===== src/rtl/bft_router_sync_pkg.sv =====
// Shared types and the routing decision for the butterfly-fat-tree router.
// Default widths here match the router's default parameters.
package bft_router_sync_pkg;

  localparam int DEF_ADDR_W    = 4;
  localparam int DEF_PAYLOAD_W = 5;
  localparam int DEF_FLIT_W    = DEF_ADDR_W + DEF_PAYLOAD_W;

  typedef struct packed {
    logic [DEF_ADDR_W-1:0]    dest;
    logic [DEF_PAYLOAD_W-1:0] payload;
  } flit_t;

  // Returns the output port index for a head flit. Parent traffic always goes down;
  // child traffic goes down only when the destination lies in this subtree.
  function automatic int unsigned route_dest(
    input logic [31:0] dest,
    input int unsigned addr_w,
    input int unsigned prefix_len,
    input logic [31:0] my_prefix,
    input int unsigned csel_w,
    input logic        from_parent,
    input int unsigned parent_idx
  );
    logic [31:0] pfx;
    logic [31:0] child;
    pfx   = (dest >> (addr_w - prefix_len)) & ((32'd1 << prefix_len) - 32'd1);
    child = (dest >> (addr_w - prefix_len - csel_w)) & ((32'd1 << csel_w) - 32'd1);
    if (from_parent || (prefix_len == 0) || (pfx == my_prefix)) return child;
    return parent_idx;
  endfunction

endpackage


===== src/rtl/bft_router_sync_rr_arbiter.sv =====
// Round-robin arbiter: one-hot grant starting the search at the pointer;
// the pointer advances past the winner only when a grant is issued.
module rr_arbiter #(
  parameter int N = 3
) (
  input  logic         i_clk,
  input  logic         i_rst_n,
  input  logic [N-1:0] i_req,
  input  logic         i_grant_en,
  output logic [N-1:0] o_gnt
);

  localparam int PW = (N > 1) ? $clog2(N) : 1;

  logic [PW-1:0] r_ptr;
  logic [PW-1:0] w_ptr_nxt;
  logic [N-1:0]  w_pick;
  logic [PW-1:0] w_idx;

  always_comb begin
    w_pick    = '0;
    w_ptr_nxt = r_ptr;
    w_idx     = '0;
    for (int k = 0; k < N; k++) begin
      w_idx = PW'((int'(r_ptr) + k) % N);
      if ((w_pick == '0) && i_req[w_idx]) begin
        w_pick[w_idx] = 1'b1;
        w_ptr_nxt     = PW'((int'(w_idx) + 1) % N);
      end
    end
  end

  assign o_gnt = i_grant_en ? w_pick : '0;

  always_ff @(posedge i_clk or negedge i_rst_n) begin
    if (!i_rst_n)
      r_ptr <= '0;
    else if (i_grant_en && (|i_req))
      r_ptr <= w_ptr_nxt;
  end

endmodule


===== src/rtl/bft_router_sync.sv =====
// Clocked butterfly-fat-tree router: per-input FIFOs, per-output RR arbitration and
// one-entry output registers. Define ROUTER_STATS_EN for per-output flit counters.
module bft_router_sync
  import bft_router_sync_pkg::*;
#(
  parameter int NUM_CHILD  = 2,
  parameter int ADDR_W     = DEF_ADDR_W,
  parameter int PAYLOAD_W  = DEF_PAYLOAD_W,
  parameter int PREFIX_LEN = 2,
  parameter logic [((PREFIX_LEN > 0) ? PREFIX_LEN : 1)-1:0] MY_PREFIX = 2'b01,
  parameter int FIFO_DEPTH = 2,
  localparam int NP        = NUM_CHILD + 1,
  localparam int FLIT_W    = ADDR_W + PAYLOAD_W
) (
  input  logic                 i_clk,
  input  logic                 i_rst_n,
  input  logic [NP-1:0]        i_in_valid,
  output logic [NP-1:0]        o_in_ready,
  input  logic [NP*FLIT_W-1:0] i_in_data,
  output logic [NP-1:0]        o_out_valid,
  input  logic [NP-1:0]        i_out_ready,
  output logic [NP*FLIT_W-1:0] o_out_data,
  output logic [NP*16-1:0]     o_stats_cnt
);

  localparam int CSEL_W = (NUM_CHILD > 1) ? $clog2(NUM_CHILD) : 1;
  localparam int AW     = $clog2(FIFO_DEPTH);
  localparam logic [AW:0] FULL_CNT = (AW+1)'(FIFO_DEPTH);

  logic [NP-1:0][FLIT_W-1:0] w_head;
  logic [NP-1:0][FLIT_W-1:0] w_sel;
  logic [NP-1:0]             w_head_vld;
  logic [NP-1:0]             w_push;
  logic [NP-1:0]             w_pop;
  logic [NP-1:0]             w_load;
  logic [NP-1:0][NP-1:0]     w_req;   // [output][input]
  logic [NP-1:0][NP-1:0]     w_gnt;   // [output][input]

  for (genvar gi = 0; gi < NP; gi++) begin : g_in
    logic [FLIT_W-1:0] r_mem [FIFO_DEPTH];
    logic [AW-1:0]     r_wptr;
    logic [AW-1:0]     r_rptr;
    logic [AW:0]       r_cnt;

    // Ready comes from registered occupancy only, so a full FIFO refuses even while popping.
    assign o_in_ready[gi] = (r_cnt != FULL_CNT);
    assign w_push[gi]     = i_in_valid[gi] && o_in_ready[gi];
    assign w_head_vld[gi] = (r_cnt != '0);
    assign w_head[gi]     = r_mem[r_rptr];

    always_ff @(posedge i_clk) begin
      if (w_push[gi]) r_mem[r_wptr] <= i_in_data[gi*FLIT_W +: FLIT_W];
    end

    always_ff @(posedge i_clk or negedge i_rst_n) begin
      if (!i_rst_n) begin
        r_wptr <= '0;
        r_rptr <= '0;
        r_cnt  <= '0;
      end else begin
        if (w_push[gi]) r_wptr <= r_wptr + 1'b1;
        if (w_pop[gi])  r_rptr <= r_rptr + 1'b1;
        case ({w_push[gi], w_pop[gi]})
          2'b10:   r_cnt <= r_cnt + 1'b1;
          2'b01:   r_cnt <= r_cnt - 1'b1;
          default: r_cnt <= r_cnt;
        endcase
      end
    end
  end

  always_comb begin
    w_req = '0;
    for (int i = 0; i < NP; i++) begin
      for (int o = 0; o < NP; o++) begin
        if (w_head_vld[i] &&
            (route_dest(32'(w_head[i][FLIT_W-1 -: ADDR_W]), ADDR_W, PREFIX_LEN,
                        32'(MY_PREFIX), CSEL_W, (i == NUM_CHILD), NUM_CHILD) == o))
          w_req[o][i] = 1'b1;
      end
    end
  end

  always_comb begin
    w_pop = '0;
    w_sel = '0;
    for (int o = 0; o < NP; o++) begin
      for (int i = 0; i < NP; i++) begin
        if (w_gnt[o][i]) begin
          w_pop[i] = 1'b1;
          w_sel[o] = w_head[i];
        end
      end
    end
  end

  for (genvar go = 0; go < NP; go++) begin : g_out
    logic              r_vld;
    logic [FLIT_W-1:0] r_dat;

    // The output register may refill on the same edge it drains.
    assign w_load[go] = !r_vld || i_out_ready[go];

    rr_arbiter #(.N(NP)) u_arb (
      .i_clk      (i_clk),
      .i_rst_n    (i_rst_n),
      .i_req      (w_req[go]),
      .i_grant_en (w_load[go]),
      .o_gnt      (w_gnt[go])
    );

    always_ff @(posedge i_clk or negedge i_rst_n) begin
      if (!i_rst_n) begin
        r_vld <= 1'b0;
        r_dat <= '0;
      end else if (w_load[go]) begin
        r_vld <= |w_gnt[go];
        if (|w_gnt[go]) r_dat <= w_sel[go];
      end
    end

    assign o_out_valid[go]                 = r_vld;
    assign o_out_data[go*FLIT_W +: FLIT_W] = r_dat;

`ifdef ROUTER_STATS_EN
    logic [15:0] r_stats;
    always_ff @(posedge i_clk or negedge i_rst_n) begin
      if (!i_rst_n)
        r_stats <= '0;
      else if (r_vld && i_out_ready[go] && (r_stats != 16'hFFFF))
        r_stats <= r_stats + 16'd1;
    end
    assign o_stats_cnt[go*16 +: 16] = r_stats;
`else
    assign o_stats_cnt[go*16 +: 16] = 16'h0000;
`endif
  end

endmodule


===== config.mk =====
export PLATFORM = sky130hd
export DESIGN_NAME = bft_router_sync
export DESIGN_NICKNAME = d
export VERILOG_FILES = /design/src/rtl/bft_router_sync_pkg.sv /design/src/rtl/bft_router_sync_rr_arbiter.sv /design/src/rtl/bft_router_sync.sv
export SDC_FILE = /design/constraint.sdc
export NUM_CORES = 1
export LEC_CHECK = 0
export ABC_CLOCK_PERIOD_IN_PS = 3600
export BUFFER_PORTS_ARGS = -buffer_cell sky130_fd_sc_hd__buf_2
export CORE_AREA = 2 2 97 122
export CTS_BUF_LIST = sky130_fd_sc_hd__clkbuf_16
export CTS_CLUSTER_SIZE = 24
export DETAILED_ROUTE_END_ITERATION = 12
export DIE_AREA = 0 0 99 124
export HOLD_SLACK_MARGIN = 0.06
export PLACE_DENSITY = 0.79
export SLEW_MARGIN = 15
export SYNTH_ARGS = -nofsm -noshare
export SYNTH_HDL_FRONTEND = slang
export SYNTH_SLANG_ARGS = --single-unit

===== constraint.sdc =====
create_clock -name i_clk -period 3.6 [get_ports i_clk]
set_input_delay 0.36 -clock i_clk [delete_from_list [all_inputs] [get_ports i_clk]]
set_output_delay 0.36 -clock i_clk [all_outputs]
set_load 0.01 [all_outputs]

==> results of run 1 <==
[metal layers]
metal	share of wire [%]	GRT usage [%]	vias to the layer above
met5	0	0	-
met4	3.3	10.1	0
met3	6.7	4.43	48
met2	52	43.0	275
met1	38	27.6	2248
li1	-	-	2109
[synth_stat cells, types with 5 or more instances]
| cell | count |
|---|---|
| nand2b_1 | 11 |
| dfrtp_1 | 48 |
| nor3_1 | 9 |
| nand3b_1 | 6 |
| or3_1 | 7 |
| o21ai_1 | 5 |
| o221ai_1 | 7 |
| a31oi_1 | 5 |
| a22oi_1 | 5 |
| mux2i_1 | 25 |
| o211ai_2 | 5 |
| a22o_1 | 7 |
| xor2_1 | 6 |
| nand2_1 | 38 |
| inv_1 | 15 |
| edfxtp_1 | 54 |
| nor2_1 | 36 |
| ha_1 | 18 |
| o211ai_1 | 5 |
| mux2_2 | 13 |
| a21oi_1 | 13 |
| buf_2 | 5 |
| and3_1 | 7 |
| nand3_1 | 8 |
| clkbuf_1 | 14 |
| o221a_2 | 6 |
| xnor2_1 | 9 |
| buf_4 | 52 |
| o21ai_0 | 22 |
| o2bb2ai_1 | 7 |
[worst max-delay path, stage by stage (launching register included)]
cell,delay [ps]
dfrtp_1,400
inv_1,100
ha_1,320
nand2b_1,180
a2111oi_0,460
a211oi_1,100
a2111oi_2,470
a221o_1,360
nand2_1,90
nand3_1,170
ha_1,300
nor2_1,140
xor2_1,160
[state kept, by name, indices dropped and copies added (netlist names)]
signal,flops
g_in.r_rptr,3
g_in.r_cnt,6
g_out.r_vld,3
g_out.r_dat,27
g_out.u_arb.r_ptr,6
g_in.r_mem,54
g_in.r_wptr,3
[what timing repair did]
| item | CTS | global route |
|---|---|---|
| gates resized for setup | 0 | 1 |
| setup buffers | 0 | 2 |
| endpoints found under the setup margin | 0 | 2 |
[final cells by class]
| class | instances | area (um^2) |
|---|---|---|
| fill | 857 | 4280 |
| multi-input combinational | 407 | 2920 |
| sequential | 102 | 2820 |
| timing repair buffer | 86 | 478 |
| clock buffer | 9 | 225 |
| tap | 135 | 169 |
| clock inverter | 7 | 81.3 |
| inverter | 15 | 56.3 |
[stage by stage]
stage / utilization, % / hold slack (ps) / instances / power (mW) / cell area (um^2)
final: 61.2 / 38.3 / 761 / 7.49 / 6750
after CTS: 61.0 / 61.3 / 759 / 7.43 / 6730
after global routing: 61.2 / 84.5 / 761 / 7.98 / 6750
after floorplan: - / 64.4 / 599 / 5.33 / 6300
after global placement: 58.3 / 421 / 743 / 6.25 / 6430
after detailed placement: 58.3 / 434 / 743 / 6.37 / 6430
[placed cells by master (no fill, tap or decap), types with 8 or more instances in the layout]
cell type  instances
mux2i_1           25
o21ai_0           21
xnor2_1            9
a21oi_1           13
dfrtp_1           48
nand2b_1          11
nor2_1            36
mux2_2            13
clkbuf_16          9
nand3_1            8
nor3_1             9
nand2_1           38
buf_4             19
ha_1              18
inv_1             16
buf_2             67
edfxtp_1          54
conb_1            48
[worst paths after layout]
path	from	to	slack, ps	cells after the start
max	g_out[1].u_arb.r_ptr[0]	g_in[0].r_cnt[1]	260	12
max in group asynchronous	i_rst_n	g_out[0].r_dat[6]	2790	2
max reg2reg	g_out[1].u_arb.r_ptr[0]	g_in[0].r_cnt[1]	260	12
min	i_rst_n	g_in[1].r_wptr	40	1
min reg2reg	g_in[1].r_wptr	g_in[1].r_wptr	490	1
min in group i_clk	i_in_data[16]	g_in[1].r_mem[0][7]	190	1
[logic make-up (layout without fill, tap and decap cells)]
logic type	count (synthesis)	after routing	share of synthesized area [%]
and+or+nand+nor	153	153	13.3
AOI/OAI and AO/OA	130	130	18.1
DFF	102	102	46.1
buffers and inverters	90	117	9.17
muxes	42	42	7.27
adders and majority gates	19	19	3.84
xor gates and xnor gates	15	15	2.15
other	1	48	0.0612
[report_power, final]
part	internal (mW)	leakage [nW]	switching (mW)
Combinational	1.86	1.63	2.62
Sequential	1.73	1.08	0.278
Clock	0.549	0.151	0.457
==> impl_results.md, run 1 <==
- Number of global-route vias before repair: 4446
- Syn_area_per_cell: about 11 um^2
- Setup TNS: 0 ps
- Worst-Skew Late Latency: roughly 350 ps
- Wire length per cell: around 19 um
- Die X: ~100 um
- Total die area: 12300 um^2
- H-tree Lvls: 3
- Post-route ant nets: 0
- Via density per instance: 6.15
- Post-layout minimum cycle time: 3340 ps
- CTS sink count: 102
- Worst vdd ir: 710 uV
- Starting DRT DRC Count: between 300 and 400
- CTS Hold Bufs: 0
- Leak: between 2 and 3 nW
- Max-Cap Viols: 0
- Cell accounting for the most synthesized area: edfxtp_1
- Pre-Repair DR Iteration Count: 7
- Fin crit share: between 90% and 100%
- Yosys top cell area share: between 20% and 30%
- Ys async rst share: between 40% and 50%
- # DRC: 0
- Synthesis Warnings: 0
- Clock transition at path regs: roughly 80 ps
- Synth unique cells: 80
- IO buf count: 67
- Top FF cell, synth: edfxtp_1
- Synth Register Bits: between 100 and 150
- Antenna violations before repair: 0
- Cell row count: 43
- Share of cells above drive strength 1: a little under a quarter
- Largest cells by area after synthesis: edfxtp_1, dfrtp_1, buf_4, mux2i_1, ha_1
- Pwr Density: 1110 nW/um^2
- Area Overhead vs Synth: 10.2%
- WS Path Type: flip-flop to flip-flop
- RSZ-0062 raised after global routing: no
- CTS tree: done
- Count of final setup violators: 0
- Max-slew headroom: a little under half
- Setup crit start kind: flip-flop
- Starting Density: 55.5%
- Max Slew Vio Count: 0
- Root Buffer Master: clkbuf_16
- Worst-Margin Slew: about 800 ps
- Status: complete, no violations
- Final nets: between 600 and 700
- Die Y: around 120 um
- FMAX: roughly 300 MHz
- Ports: roughly 120
- Clock tree buffer depth: 2
- Hold Fails Final Rpt: 0
- All-Layer GR Usage: between 20% and 30%
- Post-synthesis cell area: approximately 6100 um^2
- Ant diodes: 0
- Detailed Route WL: between 10000 and 15000 um
- Crit Path Max Fanout: 6
- Largest net degree at the start of global routing: 28
- Gr ovfl total: 0
- Worst path required time: 3870 ps
- CP Capture Type: flip-flop
- Post-Place Setup Slack: around 290 ps
- Worst Path Arrival: approximately 3600 ps
- Path type of the worst min-delay path: input pin to asynchronous set/reset pin
- Hpwl dp: about 11000 um
- Post-synthesis sequential area ratio: a little under half
- Placer Congestion: approximately 0.95
- Setup ws final: roughly 260 ps
- Vias post-DR: ~4700
- Num CTS Buffers: 9
- Core ar.: 11000 um^2
- Post-synth EDFFs: 54
- First-pass GRT wire length: between 20000 and 25000 um
- Cells after synthesis: around 550
- Layout Skew: between 10 and 15 ps
Note: power is estimated with default switching activity, not from simulation.
==> run 2, diff against run 1 <==
--- a/config.mk
+++ b/config.mk
@@ -14,6 +14,7 @@
 export DIE_AREA = 0 0 99 124
 export HOLD_SLACK_MARGIN = 0.06
 export PLACE_DENSITY = 0.79
+export RECOVER_POWER = 25
 export SLEW_MARGIN = 15
 export SYNTH_ARGS = -nofsm -noshare
 export SYNTH_HDL_FRONTEND = slang
==> impl_results.md, run 2 (same netlist as run 1, synthesis figures left out) <==
- Status: complete, but fails checks
- Failing checks: capacitance limit, slew limit
- Largest Register: g_in.r_mem
- Global route hottest layer: met2
- Fin cells: 761 (unchanged)
- CTS Hold Bufs: 0 (unchanged)
- Placer Congestion: 0.946 (unchanged)
- WS Path Type: flip-flop to flip-flop
- Max Slew Vio Count: 28 (+28)
- Post-layout minimum cycle time: 3310 ps (-26.6 ps)
- Worst setup endpoint: g_in[0].r_cnt[1]
- Worst Setup SP: g_out[1].u_arb.r_ptr[0]
- Ports: 116 (unchanged)
- Finished Core Util: 61.1% (-0.12 points)
- Worst Path Arrival: 3590 ps (-30 ps)
- Num CTS Buffers: 9 (unchanged)
- Global routing met1 resource utilization: 27.6% (unchanged)
- Leak: 2.82 nW (-1.1%)
- Gr ovfl total: 0 (unchanged)
- Clock transition at path regs: 70 ps (about the same)
- Starting DRT DRC Count: 319 (-5.9%)
- CTS sink count: 102 (unchanged)
- Max-Cap Viols: 1 (+1)
- Ant diodes: 0 (unchanged)
- Worst-Margin Slew: 1640 ps (+828 ps)
- Max-slew headroom: -9.15% (-55 points)
- R2r endpoint: g_in[0].r_cnt[1]
- Clock tree buffer depth: 2 (unchanged)
- Number of global-route vias before repair: 4446 (unchanged)
- Placed Instances: 743 (unchanged)
- Path type of the worst min-delay path: input pin to flip-flop
- CP max stage cell: a2111oi_0
- Max FFs per register: 54 (unchanged)
- Top flop regs: g_in.r_mem (54), g_out.r_dat (27)
- Hold Fails Final Rpt: 0 (unchanged)
- # DRC: 0 (unchanged)
- Post-route ant nets: 0 (unchanged)
- Wire length per cell: 19.1 um (about the same)
- CTS tree: done
- FMAX: 302 MHz (+0.80%)
- IO buf count: 67 (unchanged)
- Fin crit share: 92.1% (-0.74 points)
- Detailed Route WL: 14500 um (about the same)
- Commonest cells after routing, fill and taps aside: buf_2, edfxtp_1, conb_1, dfrtp_1, nand2_1
- Setup crit start kind: flip-flop
- Commonest non-fill, non-tap cell in the layout: buf_2
- Worst vdd ir: 715 uV (+0.76%)
- Worst path cell trace: inv_1, ha_1, nand2b_1, a2111oi_0, a211oi_1, a2111oi_2, a221o_1, nand2_1, nand3_1, ha_1, nor2_1, xor2_1
- Crit Path Max Fanout: 6 (unchanged)
- Cell row count: 43 (unchanged)
- Final nets: 674 (unchanged)
- Largest net degree at the start of global routing: 28 (unchanged)
- Core ar.: 11000 um^2 (unchanged)
- RSZ-0062 raised after global routing: no
- Hpwl dp: 10700 um (unchanged)
- WHS: 195 ps (+157 ps)
- CP Capture Type: flip-flop
- Via density per instance: 6.10 (-0.85%)
- Share of cells above drive strength 1: 21.7% (-1.8 points)
- Layout Skew: 9.12 ps (-1.38 ps)
- H-tree Lvls: 3 (unchanged)
- First-pass GRT wire length: 22700 um (unchanged)
- Worst path required time: 3870 ps (about the same)
- Slowest stage delay, CP: 460 ps (about the same)
- Met2 global-route usage: 43.0% (unchanged)
- Reg-to-Reg Start: g_out[1].u_arb.r_ptr[0]
- Root Buffer Master: clkbuf_16
- Die X: 99 um (unchanged)
- Worst-Skew Late Latency: 350 ps (about the same)
- Setup TNS: 0 ps (unchanged)
- Grt met3 use: 4.43% (unchanged)
- Vias post-DR: 4640 (-0.85%)
- R2R setup slack: 290 ps (+30 ps)
- Total die area: 12300 um^2 (unchanged)
- Starting Density: 55.5% (unchanged)
- Antenna violations before repair: 0 (unchanged)
- Cells on worst reg2reg path: 12 (unchanged)
- Number of fillers in the final layout: 866 (+1.1%)
- Pwr Density: 1110 nW/um^2 (+0.14%)
- Pre-Repair DR Iteration Count: 5 (-2)
- All-Layer GR Usage: 23.8% (unchanged)
- Die Y: 124 um (unchanged)
- Area Overhead vs Synth: 9.97%
- Count of final setup violators: 0 (unchanged)
- Cell mode on critical path: ha_1
## run 2: changes by cell type in the layout (fill, tap and decap cells not counted)
| cell | previous run | this run |
|---|---|---|
| clkbuf_1 | 0 | 11 |
| buf_2 | 67 | 56 |
## run 2: how the worst min path moves through the flow
stage	to	cells after the start	start	slack [ps]
after floorplan	g_in[0].r_cnt[0]	0	i_rst_n	60
after global placement	g_in[1].r_wptr	1	i_rst_n	420
after detailed placement	g_in[1].r_wptr	1	i_rst_n	430
after CTS	g_in[1].r_wptr	1	i_rst_n	60
after global routing	g_in[2].r_mem[1][4]	1	i_in_data[22]	190
final	g_in[2].r_mem[0][5]	1	i_in_data[23]	200
## run 2: repair_timing
action                                  in CTS  in global routing
setup buffers                                0                  2
endpoints found under the setup margin       0                  2
endpoints found under the hold margin        0                  0
resized for setup                            0                  1
## run 2: critical path, delay by kind of cell (launching register included)
kind / cells / cell delay, ps
compound gates: 4 / 1370
fa+ha+maj: 2 / 610
simple gates: 4 / 580
flops: 1 / 400
xor+xnor: 1 / 160
buf+inv: 1 / 100
## run 2: metrics by stage
| step | total power [mW] | setup WS [ps] | area [um^2] |
|---|---|---|---|
| detailed placement | 6.37 | 288 | 6430 |
| global placement | 6.25 | 377 | 6430 |
| global route | 7.98 | 41.4 | 6730 |
| floorplan | 5.33 | 462 | 6300 |
| CTS | 7.43 | 264 | 6730 |
| finish | 7.49 | 285 | 6730 |
## run 2: routing by layer
layer	up-vias	share of wire [%]
met5	-	0
met4	0	2.8
met3	37	7.0
met2	259	53
met1	2230	38
li1	2114	-
## run 2: report_power, final
part           leakage (nW)  total [mW]  switching, mW  internal [mW]
combinational          1.60        4.47           2.61           1.86
sequential             1.08        2.01          0.279           1.73
clock                 0.151        1.01          0.457          0.549
## run 2: final cells by class
class,count,area [um^2],share of cell area (%)
Inverter,15,56.3,0.836
Timing Repair Buffer,86,464,6.89
Clock inverter,7,81.3,1.21
Clock buffer,9,225,3.34
Multi-Input combinational cell,407,2920,43.3
Tap cell,135,169,2.51
Sequential cell,102,2820,41.9
